--- config.mk ---
export PLATFORM = sky130hd
export DESIGN_NAME = mega_alu_arb_flat
export DESIGN_NICKNAME = d
export VERILOG_FILES = /design/src/rtl/mega_alu_arb_if.sv /design/src/rtl/mega_alu_arb.sv /design/src/flat_wrapper.sv
export SDC_FILE = /design/constraint.sdc
export NUM_CORES = 1
export LEC_CHECK = 0
export CORE_AREA = 5 5 96 98
export DETAILED_ROUTE_END_ITERATION = 8
export DIE_AREA = 0 0 101 103
export PLACE_DENSITY = 0.82
export SYNTH_ARGS = -nofsm -noshare
export SYNTH_HDL_FRONTEND = slang
export SYNTH_SLANG_ARGS = --single-unit
--- constraint.sdc ---
create_clock -name clk -period 5.3 [get_ports clk]
set_input_delay 0.53 -clock clk [delete_from_list [all_inputs] [get_ports clk]]
set_output_delay 0.53 -clock clk [all_outputs]
set_load 0.02 [all_outputs]
--- src/rtl/mega_alu_arb_if.sv ---
// mega_alu_arb_if: request, ALU-drive and response bundle for mega_alu_arb.
//   req_*      : two-port request side (valid/ready/lock, per-port operands)
//   alu_*      : operand bus to the shared combinational ALU, and its result
//   rsp_*      : registered one-cycle response, lock_abort timeout pulse
// Modports: slave = arbiter, master = environment (requesters + ALU).
interface mega_alu_arb_if;
   logic [1:0]  req_valid;
   logic [1:0]  req_ready;
   logic [1:0]  req_lock;
   logic [15:0] req_inst0, req_inst1;
   logic [4:0]  req_rda0, req_rda1, req_rra0, req_rra1;
   logic [15:0] req_rd0, req_rd1, req_rr0, req_rr1;
   logic [7:0]  req_sreg0, req_sreg1;
   logic [15:0] alu_inst;
   logic [4:0]  alu_rda, alu_rra;
   logic [15:0] alu_rd, alu_rr;
   logic [7:0]  alu_sreg_in;
   logic [15:0] alu_R;
   logic [7:0]  alu_sreg;
   logic [1:0]  rsp_valid;
   logic [15:0] rsp_R;
   logic [7:0]  rsp_sreg;
   logic        lock_abort;

   modport slave (
      input  req_valid, req_lock, req_inst0, req_inst1, req_rda0, req_rda1,
             req_rra0, req_rra1, req_rd0, req_rd1, req_rr0, req_rr1,
             req_sreg0, req_sreg1, alu_R, alu_sreg,
      output req_ready, alu_inst, alu_rda, alu_rra, alu_rd, alu_rr,
             alu_sreg_in, rsp_valid, rsp_R, rsp_sreg, lock_abort
   );

   modport master (
      output req_valid, req_lock, req_inst0, req_inst1, req_rda0, req_rda1,
             req_rra0, req_rra1, req_rd0, req_rd1, req_rr0, req_rr1,
             req_sreg0, req_sreg1, alu_R, alu_sreg,
      input  req_ready, alu_inst, alu_rda, alu_rra, alu_rd, alu_rr,
             alu_sreg_in, rsp_valid, rsp_R, rsp_sreg, lock_abort
   );
endinterface

--- src/rtl/mega_alu_arb.sv ---
// mega_alu_arb: two-port arbiter sharing one combinational MEGA/XMEGA ALU
// between the execute stage (port 0) and a secondary requester (port 1).
//   clk, rst : core clock, async active-high reset
//   bus      : mega_alu_arb_if.slave (requests, ALU drive bus, responses)
// Accepted op drives the ALU the same cycle; result/SREG registered and
// pulsed on rsp_valid[n] the next cycle. req_lock keeps ownership across a
// multi-op chain; an owner idle for LOCK_MAX cycles is dropped (lock_abort).
// Optional: define MEGA_ALU_ARB_STARVE_EN to force a port-1 grant after
// STARVE_LIMIT consecutive denied cycles (idle arbitration only).
module mega_alu_arb #(
   parameter int RR_MODE      = 0,
   parameter int LOCK_MAX     = 15,
   parameter int STARVE_LIMIT = 8
) (
   input logic           clk,
   input logic           rst,
   mega_alu_arb_if.slave bus
);
   localparam logic [1:0] IDLE = 2'b00;
   localparam logic [1:0] OWN0 = 2'b01;
   localparam logic [1:0] OWN1 = 2'b10;

   logic [1:0] state;
   logic       last_grant;
   logic [7:0] idle_cnt;
   logic [1:0] ready;
   logic       owned, owner, timeout, starve_win;

   assign owned   = (state == OWN0) || (state == OWN1);
   assign owner   = (state == OWN1);
   // The timeout cycle still arbitrates under owner rules; release is at its end.
   assign timeout = owned && (idle_cnt == 8'(LOCK_MAX));

`ifdef MEGA_ALU_ARB_STARVE_EN
   localparam int SW = $clog2(STARVE_LIMIT + 1);
   logic [SW-1:0] starve_cnt;

   // Saturates so a long lock cannot wrap it back below the limit.
   always_ff @(posedge clk or posedge rst) begin
      if (rst)
         starve_cnt <= '0;
      else if (!bus.req_valid[1] || ready[1])
         starve_cnt <= '0;
      else if (starve_cnt != SW'(STARVE_LIMIT))
         starve_cnt <= starve_cnt + SW'(1);
   end
   assign starve_win = (starve_cnt == SW'(STARVE_LIMIT));
`else
   // Starvation override compiled out; the parameter only keeps one shared
   // parameter list for both builds.
   assign starve_win = 1'b0 & (STARVE_LIMIT != 0);
`endif

   // Ready is gated by valid, so ready itself is the acceptance vector.
   always_comb begin
      ready = 2'b00;
      case (state)
         OWN0:    ready[0] = bus.req_valid[0];
         OWN1:    ready[1] = bus.req_valid[1];
         default: begin
            if (bus.req_valid == 2'b11) begin
               if (starve_win)        ready = 2'b10;
               else if (RR_MODE != 0) ready = last_grant ? 2'b01 : 2'b10;
               else                   ready = 2'b01;
            end else begin
               ready = bus.req_valid;
            end
         end
      endcase
   end

   assign bus.req_ready  = ready;
   assign bus.lock_abort = timeout;

   // ALU operand mux; NOP with zeroed fields when nothing is accepted.
   always_comb begin
      bus.alu_inst    = 16'h0000;
      bus.alu_rda     = 5'd0;
      bus.alu_rra     = 5'd0;
      bus.alu_rd      = 16'h0000;
      bus.alu_rr      = 16'h0000;
      bus.alu_sreg_in = 8'h00;
      if (ready[0]) begin
         bus.alu_inst    = bus.req_inst0;
         bus.alu_rda     = bus.req_rda0;
         bus.alu_rra     = bus.req_rra0;
         bus.alu_rd      = bus.req_rd0;
         bus.alu_rr      = bus.req_rr0;
         bus.alu_sreg_in = bus.req_sreg0;
      end else if (ready[1]) begin
         bus.alu_inst    = bus.req_inst1;
         bus.alu_rda     = bus.req_rda1;
         bus.alu_rra     = bus.req_rra1;
         bus.alu_rd      = bus.req_rd1;
         bus.alu_rr      = bus.req_rr1;
         bus.alu_sreg_in = bus.req_sreg1;
      end
   end

   always_ff @(posedge clk or posedge rst) begin
      if (rst) begin
         state         <= IDLE;
         last_grant    <= 1'b1;
         idle_cnt      <= 8'd0;
         bus.rsp_valid <= 2'b00;
         bus.rsp_R     <= 16'h0000;
         bus.rsp_sreg  <= 8'h00;
      end else begin
         bus.rsp_valid <= ready;
         if (|ready) begin
            bus.rsp_R    <= bus.alu_R;
            bus.rsp_sreg <= bus.alu_sreg;
            last_grant   <= ready[1];
         end
         case (state)
            OWN0, OWN1: begin
               if (timeout) begin
                  state    <= IDLE;
                  idle_cnt <= 8'd0;
               end else if (ready[owner]) begin
                  idle_cnt <= 8'd0;
                  if (!bus.req_lock[owner]) state <= IDLE;
               end else if (!bus.req_valid[owner]) begin
                  idle_cnt <= idle_cnt + 8'd1;
               end
            end
            default: begin
               state    <= IDLE;
               idle_cnt <= 8'd0;
               if (ready[0] && bus.req_lock[0])      state <= OWN0;
               else if (ready[1] && bus.req_lock[1]) state <= OWN1;
            end
         endcase
      end
   end
endmodule

--- src/flat_wrapper.sv ---
// flat-port wrapper written by rule: the top's interface ports become plain ports
module mega_alu_arb_flat 
#(
   parameter int RR_MODE      = 0,
   parameter int LOCK_MAX     = 15,
   parameter int STARVE_LIMIT = 8
)
  (clk, rst, bus_req_valid, bus_req_lock, bus_req_inst0, bus_req_inst1, bus_req_rda0, bus_req_rda1, bus_req_rra0, bus_req_rra1, bus_req_rd0, bus_req_rd1, bus_req_rr0, bus_req_rr1, bus_req_sreg0, bus_req_sreg1, bus_alu_R, bus_alu_sreg, bus_req_ready, bus_alu_inst, bus_alu_rda, bus_alu_rra, bus_alu_rd, bus_alu_rr, bus_alu_sreg_in, bus_rsp_valid, bus_rsp_R, bus_rsp_sreg, bus_lock_abort);
  mega_alu_arb_if bus_i ();
  input logic clk;
  input logic rst;
  input wire logic [$bits(bus_i.req_valid)-1:0] bus_req_valid;
  input wire logic [$bits(bus_i.req_lock)-1:0] bus_req_lock;
  input wire logic [$bits(bus_i.req_inst0)-1:0] bus_req_inst0;
  input wire logic [$bits(bus_i.req_inst1)-1:0] bus_req_inst1;
  input wire logic [$bits(bus_i.req_rda0)-1:0] bus_req_rda0;
  input wire logic [$bits(bus_i.req_rda1)-1:0] bus_req_rda1;
  input wire logic [$bits(bus_i.req_rra0)-1:0] bus_req_rra0;
  input wire logic [$bits(bus_i.req_rra1)-1:0] bus_req_rra1;
  input wire logic [$bits(bus_i.req_rd0)-1:0] bus_req_rd0;
  input wire logic [$bits(bus_i.req_rd1)-1:0] bus_req_rd1;
  input wire logic [$bits(bus_i.req_rr0)-1:0] bus_req_rr0;
  input wire logic [$bits(bus_i.req_rr1)-1:0] bus_req_rr1;
  input wire logic [$bits(bus_i.req_sreg0)-1:0] bus_req_sreg0;
  input wire logic [$bits(bus_i.req_sreg1)-1:0] bus_req_sreg1;
  input wire logic [$bits(bus_i.alu_R)-1:0] bus_alu_R;
  input wire logic [$bits(bus_i.alu_sreg)-1:0] bus_alu_sreg;
  output wire logic [$bits(bus_i.req_ready)-1:0] bus_req_ready;
  output wire logic [$bits(bus_i.alu_inst)-1:0] bus_alu_inst;
  output wire logic [$bits(bus_i.alu_rda)-1:0] bus_alu_rda;
  output wire logic [$bits(bus_i.alu_rra)-1:0] bus_alu_rra;
  output wire logic [$bits(bus_i.alu_rd)-1:0] bus_alu_rd;
  output wire logic [$bits(bus_i.alu_rr)-1:0] bus_alu_rr;
  output wire logic [$bits(bus_i.alu_sreg_in)-1:0] bus_alu_sreg_in;
  output wire logic [$bits(bus_i.rsp_valid)-1:0] bus_rsp_valid;
  output wire logic [$bits(bus_i.rsp_R)-1:0] bus_rsp_R;
  output wire logic [$bits(bus_i.rsp_sreg)-1:0] bus_rsp_sreg;
  output wire logic [$bits(bus_i.lock_abort)-1:0] bus_lock_abort;
  assign bus_i.req_valid = bus_req_valid;
  assign bus_i.req_lock = bus_req_lock;
  assign bus_i.req_inst0 = bus_req_inst0;
  assign bus_i.req_inst1 = bus_req_inst1;
  assign bus_i.req_rda0 = bus_req_rda0;
  assign bus_i.req_rda1 = bus_req_rda1;
  assign bus_i.req_rra0 = bus_req_rra0;
  assign bus_i.req_rra1 = bus_req_rra1;
  assign bus_i.req_rd0 = bus_req_rd0;
  assign bus_i.req_rd1 = bus_req_rd1;
  assign bus_i.req_rr0 = bus_req_rr0;
  assign bus_i.req_rr1 = bus_req_rr1;
  assign bus_i.req_sreg0 = bus_req_sreg0;
  assign bus_i.req_sreg1 = bus_req_sreg1;
  assign bus_i.alu_R = bus_alu_R;
  assign bus_i.alu_sreg = bus_alu_sreg;
  assign bus_req_ready = bus_i.req_ready;
  assign bus_alu_inst = bus_i.alu_inst;
  assign bus_alu_rda = bus_i.alu_rda;
  assign bus_alu_rra = bus_i.alu_rra;
  assign bus_alu_rd = bus_i.alu_rd;
  assign bus_alu_rr = bus_i.alu_rr;
  assign bus_alu_sreg_in = bus_i.alu_sreg_in;
  assign bus_rsp_valid = bus_i.rsp_valid;
  assign bus_rsp_R = bus_i.rsp_R;
  assign bus_rsp_sreg = bus_i.rsp_sreg;
  assign bus_lock_abort = bus_i.lock_abort;
  mega_alu_arb #(.RR_MODE(RR_MODE), .LOCK_MAX(LOCK_MAX), .STARVE_LIMIT(STARVE_LIMIT)) u_core (.clk(clk), .rst(rst), .bus(bus_i));
endmodule
[Yosys cells after proc, flatten, opt, wreduce, memory -nomap -nowiden]
Index checks and enable logic that the tools add are counted.
Word-level totals
  output and inout port bits: 95
  register bits after elaboration: 36
  word-level logic and storage cells: 52
Cells by class
  $lt $le $gt $ge: 1
  reduce and logical (&&, ||, !) cells: 7
  eq/ne operators: 7
  add/sub/neg operators: 1
  muxes and demuxes: 31
Operator list (number)
  $mux 16: 6
  $mux 8: 6
  $mux 5: 4
  $mux 2: 7
  $add 8x1->8 const B: 1
  $eq 8x4->1 const B: 1
  $mux 1: 6
  $eq 2x2->1 const B: 2
  $ne 4x3->1 const B: 1
  $pmux 1 s2: 2
  $reduce_or 2->1: 2
  $logic_and 1x1->1: 3
  $ne 3x2->1 const B: 1
  $ne 3x3->1 const B: 1
  $eq 2x1->1 const B: 1
  $lt 1x2->1 const B: 1
  $reduce_and 2->1: 1
  $logic_or 1x1->1: 1

[Logic depth before layout (Yosys ltp)]
  depth in word-level cells: 8
  depth in mapped cells: 8
  mapped depth without buffers: 6

[Least setup slack after synthesis]
Ideal clock, no wire load.
  kind: flip-flop to output port
  start: register u_core.state[0]
  end: output port bus_alu_inst[10]
  arrival: 1.696 ns
  stages on the path, launching flop included: 9
  setup slack: 3.074 ns
  cell sequence: dfrtp_1 -> inv_1 -> ha_1 -> o21ai_4 -> inv_2 -> nor2_4 -> buf_6 -> buf_6 -> a22o_1
On the way
  word-level cells in the longest chain between the ends: 4
  elaborated cells on any way between the ends: 6
  those cells by class: 2 x eq/ne; 4 x mux
RTL lines
  start, declared: line mega_alu_arb.sv:23  | logic [1:0] state;
  start signal, assigned: line mega_alu_arb.sv:102  | state <= IDLE;
  start signal, assigned: line mega_alu_arb.sv:118  | state <= IDLE;
  start signal, assigned: line mega_alu_arb.sv:122  | if (!bus.req_lock[owner]) state <= IDLE;
  $eq 2x2->1 or $eq 2x1->1 (tied branches): line mega_alu_arb.sv:57  | case (state)
  $pmux 1 s2: line mega_alu_arb.sv:57
  $mux 16: line mega_alu_arb.sv:90  | end else if (ready[1]) begin
  $mux 16 (*): line mega_alu_arb.sv:83  | if (ready[0]) begin
  end, declared: line flat_wrapper.sv:29  | output wire logic [$bits(bus_i.alu_inst)-1:0] bus_alu_inst;
Mark *: on every way between the ends. The rest lies on a longest branch, timed or not.

[Worst setup path after layout]
  start: register u_core.state[0]
  end: output port bus_alu_rr[5]
On the way
  word-level cells in the longest chain between the ends: 4
  elaborated cells on any way between the ends: 6
  those cells by class: 2 x eq/ne; 4 x mux
RTL lines
  $eq 2x2->1 or $eq 2x1->1 (tied branches): line mega_alu_arb.sv:57
  $pmux 1 s2: line mega_alu_arb.sv:57
  $mux 16: line mega_alu_arb.sv:90
  $mux 16 (*): line mega_alu_arb.sv:83
  end, declared: line flat_wrapper.sv:33  | output wire logic [$bits(bus_i.alu_rr)-1:0] bus_alu_rr;
Marks and branches as above.

==> flow_results.xml <==
<?xml version="1.0" encoding="UTF-8"?>
<metrics>
  <group name="status">
    <metric name="run_status" unit="">complete, no violations</metric>
  </group>
  <group name="clocking">
    <metric name="numCtsBuffers" unit="">5</metric>
    <metric name="cts.repair.resized" unit="">0</metric>
    <metric name="cts.reportedPaths.clkPinSlew" unit="ns">0.07</metric>
    <metric name="post_cts_hold_buffer_count" unit="">0</metric>
    <metric name="post_cts.repair.setup_buffers" unit="">0</metric>
    <metric name="clk-insertion-delay-late" unit="ns">0.29</metric>
    <metric name="cts_root_buffer" unit="">sky130_fd_sc_hd__clkbuf_8</metric>
    <metric name="cts_tree" unit="">built</metric>
    <metric name="h-tree-depth" unit="">2</metric>
    <metric name="clock_tree.buffer_depth" unit="">2</metric>
    <metric name="clkSinkCount" unit="">36</metric>
  </group>
  <group name="logic_synthesis">
    <metric name="synth.distinct_cells" unit="">30</metric>
    <metric name="ys_seq_area_share" unit="%">39.3</metric>
    <metric name="synth_area" unit="µm²">2290</metric>
    <metric name="syn-instance-count" unit="">198</metric>
    <metric name="synthesized_area_per_cell" unit="µm²">11.6</metric>
    <metric name="syn_nets" unit="">364</metric>
    <metric name="synth_seq_cells" unit="">36</metric>
    <metric name="yosys_warnings" unit="">0</metric>
  </group>
  <group name="placement">
    <metric name="port_buffers" unit="">256</metric>
    <metric name="detailedPlacementHpwl" unit="µm">9320</metric>
    <metric name="place_congestion" unit="">0.880</metric>
  </group>
  <group name="layout">
    <metric name="multiInputGateArea" unit="µm²">1220</metric>
    <metric name="layout_overhead_on_the_synthesized_area" unit="%">116</metric>
    <metric name="fill_cells" unit="">702</metric>
    <metric name="antenna_diode_count" unit="">0</metric>
    <metric name="num-nets-final" unit="">613</metric>
    <metric name="drive_above_1_share" unit="%">9.15</metric>
    <metric name="seq_area" unit="µm²">901</metric>
  </group>
  <group name="timing">
    <metric name="fin_crit_sh" unit="%">74.1</metric>
    <metric name="hold_ws" unit="ns">0.507</metric>
    <metric name="max_slew.worst_pin.slew" unit="ns">0.796</metric>
    <metric name="unrepaired_setup_endpoints_after_global_routing" unit="">false</metric>
    <metric name="report.final.hold_viol_count" unit="">0</metric>
    <metric name="max_clock_freq" unit="MHz">255</metric>
    <metric name="min_period" unit="ns">3.93</metric>
    <metric name="final.setup_skew" unit="ns">0.00677</metric>
    <metric name="max-slew-margin-rel" unit="%">46.8</metric>
    <metric name="slew_viol_final" unit="">0</metric>
    <metric name="finalSetupTns" unit="ns">0</metric>
    <metric name="setup-violations-final" unit="">0</metric>
  </group>
  <group name="detailed_routing">
    <metric name="vias_per_cell" unit="">4.69</metric>
    <metric name="antenna_left" unit="">0</metric>
    <metric name="remaining_drc_errors" unit="">0</metric>
    <metric name="detail_route.wl_per_cell" unit="µm">19.9</metric>
    <metric name="num_vias" unit="">2608</metric>
    <metric name="first_pass_iters" unit="">4</metric>
    <metric name="drt_iter0_drc" unit="">75</metric>
    <metric name="route.final.wire_length" unit="µm">11000</metric>
  </group>
  <group name="floorplanning">
    <metric name="num_io_pins" unit="">257</metric>
    <metric name="dieWidth" unit="µm">101</metric>
    <metric name="die_height" unit="µm">103</metric>
    <metric name="row_count" unit="">34</metric>
    <metric name="floorplan.initialDensity" unit="%">27.3</metric>
    <metric name="die-area" unit="µm²">10400</metric>
    <metric name="coreArea" unit="µm²">8380</metric>
  </group>
  <group name="power">
    <metric name="switch_share" unit="%">38.1</metric>
    <metric name="pwr-share-clk" unit="%">13.3</metric>
    <metric name="internal_power" unit="µW">943</metric>
    <metric name="pwr_dens" unit="nW/µm²">308</metric>
    <metric name="vdd.ir_drop.worst" unit="V">0.000193</metric>
    <metric name="cellLeakagePower" unit="nW">1.99</metric>
    <metric name="proportion_of_power_drawn_by_combinational_gates" unit="%">63.2</metric>
    <metric name="switchingPower" unit="µW">580</metric>
    <metric name="p_seq_share" unit="%">23.5</metric>
  </group>
  <group name="worst_setup_path">
    <metric name="cp-start-kind" unit="">flip-flop</metric>
    <metric name="critPathArrivalTime" unit="ns">3.40</metric>
    <metric name="timing.critical_path.to_type" unit="">output pin</metric>
    <metric name="critical_path.max_fanout" unit="">36</metric>
    <metric name="timing.setup.critical_path_class" unit="">reg -&gt; out</metric>
    <metric name="cp.required" unit="ns">4.77</metric>
  </group>
  <group name="global_route">
    <metric name="grt_start_max_net_pins" unit="">69</metric>
    <metric name="total_global_routing_overflow" unit="">0</metric>
    <metric name="grt_pass1_vias" unit="">2616</metric>
    <metric name="grt_antenna_before_repair" unit="">0</metric>
    <metric name="grt_pass1_wl" unit="µm">15100</metric>
    <metric name="grtUsageTotal" unit="%">19.1</metric>
  </group>
  <group name="job">
    <metric name="max_cap_viol_count" unit="">0</metric>
  </group>
  <group name="min_path">
    <metric name="class_of_the_worst_hold_path" unit="">reg -&gt; reg</metric>
  </group>
</metrics>
==> layer usage <==
metal / wire length [µm] / track usage (%)
met1: 4000 / 21.5
met2: 6180 / 37.3
met3: 771 / 4.26
met4: 91 / 2.66
met5: 0 / 0
==> final timing paths <==
check,start,endpoint,slack [ns],cells past startpoint
max,u_core.state[0],bus_alu_rr[5],1.37,8
min,u_core.bus.rsp_sreg[6],u_core.bus.rsp_sreg[6],0.51,1
max reg2reg,u_core.state[0],u_core.bus.rsp_R[5],3.40,5
min reg2reg,u_core.bus.rsp_sreg[6],u_core.bus.rsp_sreg[6],0.51,1
max in group asynchronous,rst,u_core.bus.rsp_R[12],4.33,3
min in group asynchronous,rst,u_core.bus.rsp_sreg[4],0.64,3
==> worst max-delay path, cell delays in order (launching register included) <==
cell	delay, ns
sky130_fd_sc_hd__dfrtp_1	0.39
sky130_fd_sc_hd__inv_1	0.08
sky130_fd_sc_hd__ha_1	0.41
sky130_fd_sc_hd__o21ai_4	0.26
sky130_fd_sc_hd__inv_2	0.08
sky130_fd_sc_hd__nor2_4	0.63
sky130_fd_sc_hd__buf_4	0.44
sky130_fd_sc_hd__a22o_1	0.21
sky130_fd_sc_hd__clkdlybuf4s50_1	0.61
==> synth_stat cells (all sizes together) <==
cell,n,area [µm²]
a22o,65,569
dfrtp,36,901
mux2,24,274
buf,15,150
nor2,12,52.6
nand2,8,37.5
xor2,6,52.6
and3,4,25.0
ha,4,50.1
inv,4,15.0
mux2i,3,33.8
nand4,3,18.8
and4b,2,20.0
clkbuf,2,7.51
o21ai,2,25.0
a31o,1,8.76
a31oi,1,6.26
a32o,1,10.0
and2,1,6.26
nand2b,1,6.26
nand3,1,5.00
o22ai,1,6.26
xnor2,1,8.76
==> power groups by stage <==
stage / registers, mW / logic (mW) / clock network, mW
after floorplan: 0.425 / 0.452 / 0
after global placement: 0.359 / 0.954 / 0
after detailed placement: 0.363 / 0.966 / 0
after CTS: 0.359 / 0.969 / 0.208
after global routing: 0.366 / 1.01 / 0.223
final: 0.358 / 0.962 / 0.203
==> metrics by stage <==
stage	power (mW)	util (%)	instances	worst slack [ns]	instance area (µm²)
after floorplan	0.877	-	198	3.07	2290
after global placement	1.31	57.9	548	1.69	4850
after detailed placement	1.33	57.9	548	1.61	4850
after CTS	1.54	59.0	556	1.38	4950
after global routing	1.60	59.0	556	1.16	4950
final	1.52	59.0	556	1.37	4950
==> cells by family after synthesis <==
| kind of cell | synth area share, % |
|---|---|
| AO/OA/AOI/OAI | 27.3 |
| buffers and inverters | 7.54 |
| flip-flops | 39.3 |
| XOR/XNOR | 2.68 |
| AND/OR/NAND/NOR | 7.49 |
| multiplexers | 13.4 |
| adder cells (fa/ha/maj) | 2.19 |
==> flip-flops by register name (all words and copies together) (netlist names) <==
| name | count |
|---|---|
| u_core.bus.rsp_R | 16 |
| u_core.bus.rsp_sreg | 8 |
| u_core.idle_cnt | 8 |
| u_core.bus.rsp_valid | 2 |
| u_core.state | 2 |
==> final cells by class <==
type                            instances  share of cell area (%)
Timing Repair Buffer                  259                    52.3
Multi-Input combinational cell        141                    24.6
Sequential cell                        36                    18.2
Tap cell                              108                    2.73
Clock buffer                            7                    1.75
Inverter                                4                   0.304
Clock inverter                          1                   0.152
==> cell usage in the layout, fill, tap and decap left out, types with 2 or more instances in the layout <==
| cell | synthesis | routed |
|---|---|---|
| sky130_fd_sc_hd__xor2_1 | 6 | 6 |
| sky130_fd_sc_hd__mux2_2 | 23 | 23 |
| sky130_fd_sc_hd__a22o_1 | 65 | 65 |
| sky130_fd_sc_hd__dfrtp_1 | 36 | 36 |
| sky130_fd_sc_hd__and3_1 | 4 | 4 |
| sky130_fd_sc_hd__clkdlybuf4s50_1 | 0 | 256 |
| sky130_fd_sc_hd__nand4_1 | 3 | 3 |
| sky130_fd_sc_hd__buf_4 | 0 | 3 |
| sky130_fd_sc_hd__nor2_1 | 11 | 11 |
| sky130_fd_sc_hd__mux2i_1 | 2 | 2 |
| sky130_fd_sc_hd__and4b_1 | 2 | 2 |
| sky130_fd_sc_hd__clkbuf_8 | 0 | 6 |
| sky130_fd_sc_hd__inv_1 | 3 | 3 |
| sky130_fd_sc_hd__nand2_1 | 7 | 7 |
| sky130_fd_sc_hd__ha_1 | 4 | 4 |
(Power assumes the default switching activity.)
